File: config.mk
export PLATFORM = sky130hd
export DESIGN_NAME = reg_trace_buffer
export DESIGN_NICKNAME = d
export VERILOG_FILES = /design/src/rtl/reg_trace_buffer.sv
export SDC_FILE = /design/constraint.sdc
export NUM_CORES = 2
export LEC_CHECK = 0
export BUFFER_PORTS_ARGS = -buffer_cell sky130_fd_sc_hd__clkbuf_2
export CORE_MARGIN = 2
export CORE_UTILIZATION = 58
export DETAILED_ROUTE_END_ITERATION = 8
export MAX_ROUTING_LAYER = met4
export PLACE_DENSITY = 0.76
export SLEW_MARGIN = 40
export SYNTH_ARGS = -nofsm -noshare
export SYNTH_HDL_FRONTEND = slang
export SYNTH_SLANG_ARGS = --single-unit
File: constraint.sdc
create_clock -name clk_i -period 57.8 [get_ports clk_i]
set_clock_uncertainty 0.2 [all_clocks]
set_input_delay 11.56 -clock clk_i [delete_from_list [all_inputs] [get_ports clk_i]]
set_output_delay 11.56 -clock clk_i [all_outputs]
set_load 0.05 [all_outputs]
File: src/rtl/reg_trace_buffer.sv
// reg_trace_buffer
//   Trace recorder that sits beside the CPU core. It snoops the register-file
//   write port and the PC, stamps each qualifying event with a run-relative
//   cycle number, and queues it in a DEPTH-entry FIFO. The FIFO is drained
//   through a valid/ready port.
//
// Ports
//   clk_i, rst_i           clock (rising edge) and asynchronous active-high reset
//   start_i, stop_i        begin a capture run / abort the current run
//   mode_i                 0 = log register writes only, 1 = log every RUN cycle
//   pc_i                   PC of the current cycle
//   rf_we_i/waddr_i/wdata_i  snooped register-file write port
//   out_valid_o/ready_i    FIFO head handshake
//   out_cycle_o/pc_o/rd_o/data_o  FIFO head fields (rd = 0 means no write)
//   count_o                FIFO occupancy, 0..DEPTH
//   overflow_o, dropped_o  sticky drop flag and saturating drop counter
//   state_o                0 = IDLE, 1 = RUN, 2 = DONE
module reg_trace_buffer #(
  parameter int XLEN       = 32,
  parameter int DEPTH      = 16,
  parameter int CYC_W      = 16,
  parameter int MAX_CYCLES = 30
) (
  input  logic                       clk_i,
  input  logic                       rst_i,
  input  logic                       start_i,
  input  logic                       stop_i,
  input  logic                       mode_i,
  input  logic [XLEN-1:0]            pc_i,
  input  logic                       rf_we_i,
  input  logic [4:0]                 rf_waddr_i,
  input  logic [XLEN-1:0]            rf_wdata_i,
  output logic                       out_valid_o,
  input  logic                       out_ready_i,
  output logic [CYC_W-1:0]           out_cycle_o,
  output logic [XLEN-1:0]            out_pc_o,
  output logic [4:0]                 out_rd_o,
  output logic [XLEN-1:0]            out_data_o,
  output logic [$clog2(DEPTH):0]     count_o,
  output logic                       overflow_o,
  output logic [CYC_W-1:0]           dropped_o,
  output logic [1:0]                 state_o
);

  localparam int AW = $clog2(DEPTH);
  localparam int CW = AW + 1;

  localparam logic [1:0] ST_IDLE = 2'd0;
  localparam logic [1:0] ST_RUN  = 2'd1;
  localparam logic [1:0] ST_DONE = 2'd2;

  // Window limit; LAST_C is only meaningful when LIMIT_C is set.
  localparam bit               LIMIT_C = (MAX_CYCLES != 0);
  localparam logic [CYC_W-1:0] LAST_C  = CYC_W'(MAX_CYCLES - 1);

  logic [1:0]       state_r, state_nxt_s;
  logic [CYC_W-1:0] cyc_r;
  logic [CYC_W-1:0] dropped_r;
  logic             overflow_r;
  logic             valid_r;
  logic [AW-1:0]    wptr_r, rptr_r;
  logic [CW-1:0]    count_r, count_nxt_s;

  logic [CYC_W-1:0] mem_cyc_r  [DEPTH];
  logic [XLEN-1:0]  mem_pc_r   [DEPTH];
  logic [4:0]       mem_rd_r   [DEPTH];
  logic [XLEN-1:0]  mem_data_r [DEPTH];

  logic run_s, start_s, wr_s, evt_s, pop_s, full_s, push_s, drop_s, last_s;

  // Event qualification, FIFO push/pop decisions and next state.
  always_comb begin
    run_s   = (state_r == ST_RUN);
    start_s = start_i && ((state_r == ST_IDLE) || (state_r == ST_DONE));
    wr_s    = rf_we_i && (rf_waddr_i != 5'd0);
    // stop_i suppresses the capture in the cycle it is asserted.
    evt_s   = run_s && !stop_i && (mode_i || wr_s);
    pop_s   = valid_r && out_ready_i;
    full_s  = (count_r == CW'(DEPTH));
    // A full FIFO still accepts the event when the head leaves the same cycle.
    push_s  = evt_s && (!full_s || pop_s);
    drop_s  = evt_s && full_s && !pop_s;
    last_s  = LIMIT_C && (cyc_r == LAST_C);

    count_nxt_s = count_r;
    if (push_s && !pop_s) begin
      count_nxt_s = count_r + CW'(1);
    end else if (pop_s && !push_s) begin
      count_nxt_s = count_r - CW'(1);
    end else begin
      count_nxt_s = count_r;
    end

    state_nxt_s = state_r;
    case (state_r)
      ST_IDLE: state_nxt_s = start_s ? ST_RUN : ST_IDLE;
      ST_RUN: begin
        if (stop_i) begin
          state_nxt_s = ST_DONE;
        end else if (last_s) begin
          state_nxt_s = ST_DONE;
        end else begin
          state_nxt_s = ST_RUN;
        end
      end
      ST_DONE: state_nxt_s = start_s ? ST_RUN : ST_DONE;
      default: state_nxt_s = ST_IDLE;
    endcase
  end

  // Control state: FSM, cycle stamp, drop accounting and FIFO pointers.
  always_ff @(posedge clk_i or posedge rst_i) begin
    if (rst_i) begin
      state_r    <= ST_IDLE;
      cyc_r      <= {CYC_W{1'b0}};
      dropped_r  <= {CYC_W{1'b0}};
      overflow_r <= 1'b0;
      valid_r    <= 1'b0;
      count_r    <= {CW{1'b0}};
      wptr_r     <= {AW{1'b0}};
      rptr_r     <= {AW{1'b0}};
    end else begin
      state_r <= state_nxt_s;
      count_r <= count_nxt_s;
      valid_r <= (count_nxt_s != {CW{1'b0}});
      if (start_s) begin
        cyc_r      <= {CYC_W{1'b0}};
        dropped_r  <= {CYC_W{1'b0}};
        overflow_r <= 1'b0;
      end else begin
        if (run_s && !stop_i) begin
          cyc_r <= cyc_r + CYC_W'(1);
        end
        if (drop_s) begin
          overflow_r <= 1'b1;
          if (dropped_r != {CYC_W{1'b1}}) begin
            dropped_r <= dropped_r + CYC_W'(1);
          end
        end
      end
      if (push_s) begin
        wptr_r <= wptr_r + AW'(1);
      end
      if (pop_s) begin
        rptr_r <= rptr_r + AW'(1);
      end
    end
  end

  // FIFO storage; cleared on reset so the head fields read 0 afterwards.
  always_ff @(posedge clk_i or posedge rst_i) begin
    if (rst_i) begin
      for (int i = 0; i < DEPTH; i++) begin
        mem_cyc_r[i]  <= {CYC_W{1'b0}};
        mem_pc_r[i]   <= {XLEN{1'b0}};
        mem_rd_r[i]   <= 5'd0;
        mem_data_r[i] <= {XLEN{1'b0}};
      end
    end else if (push_s) begin
      mem_cyc_r[wptr_r]  <= cyc_r;
      mem_pc_r[wptr_r]   <= pc_i;
      mem_rd_r[wptr_r]   <= wr_s ? rf_waddr_i : 5'd0;
      mem_data_r[wptr_r] <= wr_s ? rf_wdata_i : {XLEN{1'b0}};
    end
  end

  assign out_valid_o = valid_r;
  assign out_cycle_o = mem_cyc_r[rptr_r];
  assign out_pc_o    = mem_pc_r[rptr_r];
  assign out_rd_o    = mem_rd_r[rptr_r];
  assign out_data_o  = mem_data_r[rptr_r];
  assign count_o     = count_r;
  assign overflow_o  = overflow_r;
  assign dropped_o   = dropped_r;
  assign state_o     = state_r;

endmodule

==> impl_results.md <==
- Arr. time, crit path: 4260 ps
- Final worst-path cycle share: 27.7%
- IO Port Bufs: 185
- Clock Sinks: 1409
- Drc violations: 0
- Pwr/cell area: 49.4 mW/mm^2
- Final slew viol count: 0
- Reg clk slew, reported paths: 50 ps
- Largest area contributor in the netlist: dfrtp_1
- CTS resizes: 0
- R2R cell count: 10
- Worst EP required: 46040 ps
- DP HPWL: 81.4 mm
- Status: complete, no violations
- Worst slew pin tran: 887 ps
- YS warnings: 0
- Post-synth top area share: 56.2%
- Post-synth EDFFs: 0
- Worst skew pair latency: 750 ps
- Cells after DPL: 5722
- Launch point of the worst path: rptr_r[0]
- Syn Nets: 4568
- Die height: 333 microns
- Pre-CTS setup slack: 41520 ps
- Fmax: 62.4 MHz
- Number of global-route vias before repair: 39300
- Launch point of the worst reg-to-reg path: count_o[0]
- P_leak: 32.6 nW
- Initial core utilization: 58.6%
- Mapped Cells: 4481
- Pin count of the biggest net entering global routing: 130
- Layout cells sized above 1: 36.2%
- VDD IR-drop max: 0.0345 mV
- RSZ-0062 raised after global routing: no
- Total Routed Length: 147 mm
- Post-route insts no fill: 5995
- Nets: 4558
- Sequential share of the synthesized area: 56.2%
- DRT iter0 DRCs: 3110
- # Max-Cap Violations: 0
- Reg2reg end: mem_cyc_r[167]
- Layout Utilization: 64.8%
- I/O pins: 186
- Final min period: 16020 ps
- H-tree levels: 4
- Worst-case clock buffer depth: 3
- Most frequently used flop master after synthesis: dfrtp_1
- Setup crit start kind: flip-flop
- Flops & latches, synth: 1409
- Critical Path End Type: primary output
- GRT Total Usage: 28.2%
- CP max FO: 52
- Fill count: 7523
- Hold bufs inserted after CTS: 0
- Site Rows: 120
- Synth unique cells: 49
- Rel. slew slack: 40.8%
- Setup CP Type: reg -> out
- Cell area after placement: 0.0645 sq mm
- CP endpoint: out_cycle_o[0]
- Global-route wire length before repair: 233 mm
- Core ar.: 0.107 sq mm
- Postcts setup bufs: 0
- Root Buffer: clkbuf_16
- CTS tree: yes
- Pre-antenna DRT Iters: 6
- Reg-to-reg setup timing slack: 53260 ps
- Worst setup margin: 41780 ps
- Initial antenna violation count: 8
- Mapped Area: 0.0628 sq mm
- Path category of the worst min-delay check: reg -> reg
- P&R area growth vs syn: 10.6%
- Via-to-Cell Ratio: 6.24
- Post-route cell area: 0.0694 sq mm
- Congestion Overflow GR: 0
- Mean Syn Cell Area: 14.0 sq um
- Multi-input combinational cell area: 0.0256 sq mm
- Leading post-synthesis cells by cell area: dfrtp_1 (56%), mux4_2 (15%), mux2_2 (10%), o21ai_0 (4.9%), nand2_1 (4.0%)
- Die Footprint: 0.111 sq mm
- Placer congestion estimate: 0.762
- Num CTS Buffers: 147
- Final Hold Vio Count: 0
- Vias: 37400
- Post-route ant nets: 0
- Reg area: 0.0353 sq mm
- Final Setup Violations: 0
- Die W: 333 microns
- Drt wl/cell: 24.6 microns
- Synth async-reset ratio: 100%
- Setup tns final: 0 ps
-- final cells by class --
type	instances	area share [%]
Antenna cell	9	0.0324
Clock buffer	222	6.25
Clock inverter	39	0.728
Inverter	7	0.0559
Multi-Input combinational cell	2645	36.9
Sequential cell	1409	50.8
Tap cell	1403	2.53
Timing Repair Buffer	261	2.73
-- where the power goes --
group / switching [mW] / internal, mW
clock network: 0.396 / 0.545
logic: 0.546 / 0.510
registers: 0.170 / 1.26
total: 1.11 / 2.32
-- critical path, stage by stage, from the launching register on --
cell and delay [ps]:
dfrtp_4 770, buf_6 530, clkbuf_8 640, mux4_2 590
mux4_2 620, clkbuf_2 300
-- layout by cell type (no fill, tap or decap), drive strengths merged, types with 2 or more instances in the layout --
cell         n
clkinvlp     4
nor3         7
bufinv       5
o21ai      616
nor2        38
mux2       752
a311oi       2
nand2b       3
xnor2       19
inv         15
nor2b        3
or3          3
clkinv      22
nor3b        2
nand2      670
ha          11
mux2i        2
o21bai       2
nand4       16
dfrtp     1409
xor2        18
and3         9
nand3       20
diode        9
nor4b        2
clkbuf     409
mux4       425
a21oi        5
buf         74
nor4         8
-- how the worst min path moves through the flow --
stage | slack, ps | cells after the start | to | start
final | 270 | 2 | mem_data_r[441] | mem_data_r[441]
after global routing | 290 | 2 | mem_data_r[158] | mem_data_r[158]
after CTS | 280 | 2 | mem_data_r[185] | mem_data_r[185]
after detailed placement | 260 | 2 | mem_data_r[185] | mem_data_r[185]
after global placement | 260 | 2 | mem_data_r[46] | mem_data_r[46]
after floorplan | 240 | 2 | mem_cyc_r[145] | mem_cyc_r[145]
-- metrics by stage --
step / power [mW] / hold WS [ps]
final: 3.43 / 274
after global routing: 3.59 / 293
after CTS: 3.45 / 278
after detailed placement: 2.50 / 265
after global placement: 2.45 / 256
after floorplan: 2.25 / 245
-- metal layers --
| layer | global-route usage [%] | up-vias | share of wire [%] |
|---|---|---|---|
| li1 | - | 16100 | - |
| met1 | 39.3 | 20000 | 43 |
| met3 | 4.77 | 229 | 5.9 |
| met2 | 43.3 | 1048 | 48 |
| met4 | 7.96 | 0 | 2.2 |
| met5 | - | - | 0 |
-- sequential cells by signal (all words and copies together) (netlist names) --
signal	cells
dropped_o	16
count_o	5
mem_cyc_r	256
mem_rd_r	80
out_valid_o	1
mem_pc_r	512
wptr_r	4
mem_data_r	512
overflow_o	1
rptr_r	4
state_o	2
cyc_r	16
-- cell usage after synthesis, types with 3 or more instances --
cell and n:
inv_1 7, nor2b_1 3, nand3_2 6, buf_2 47, xor2_1 18, o21ai_0 616, nor4_1 8, nor2_1 37
nand2_1 670, or3_1 3, xnor2_1 19, a21oi_1 5, nor3_1 7, and3_1 9, buf_6 42, mux2_1 29
clkbuf_1 288, nand2b_1 3, mux2_4 139, nand4_4 3, nand3_1 9, nand3_4 5, dfrtp_1 1409, mux4_2 425
mux2_2 584, nand4_1 12, ha_1 11, buf_1 42
-- cell families (layout without fill, tap and decap cells) --
group | count (synthesis) | in the layout | share of synthesized area [%]
buf+inv | 427 | 529 | 3.17
flops | 1409 | 1409 | 56.2
other cells | 0 | 9 | 0
compound gates | 630 | 630 | 5.09
mux | 1179 | 1179 | 29.6
fa+ha+maj | 11 | 11 | 0.219
xor+xnor | 37 | 37 | 0.516
simple gates | 788 | 788 | 5.25
Note: power is estimated with default switching activity, not from simulation.
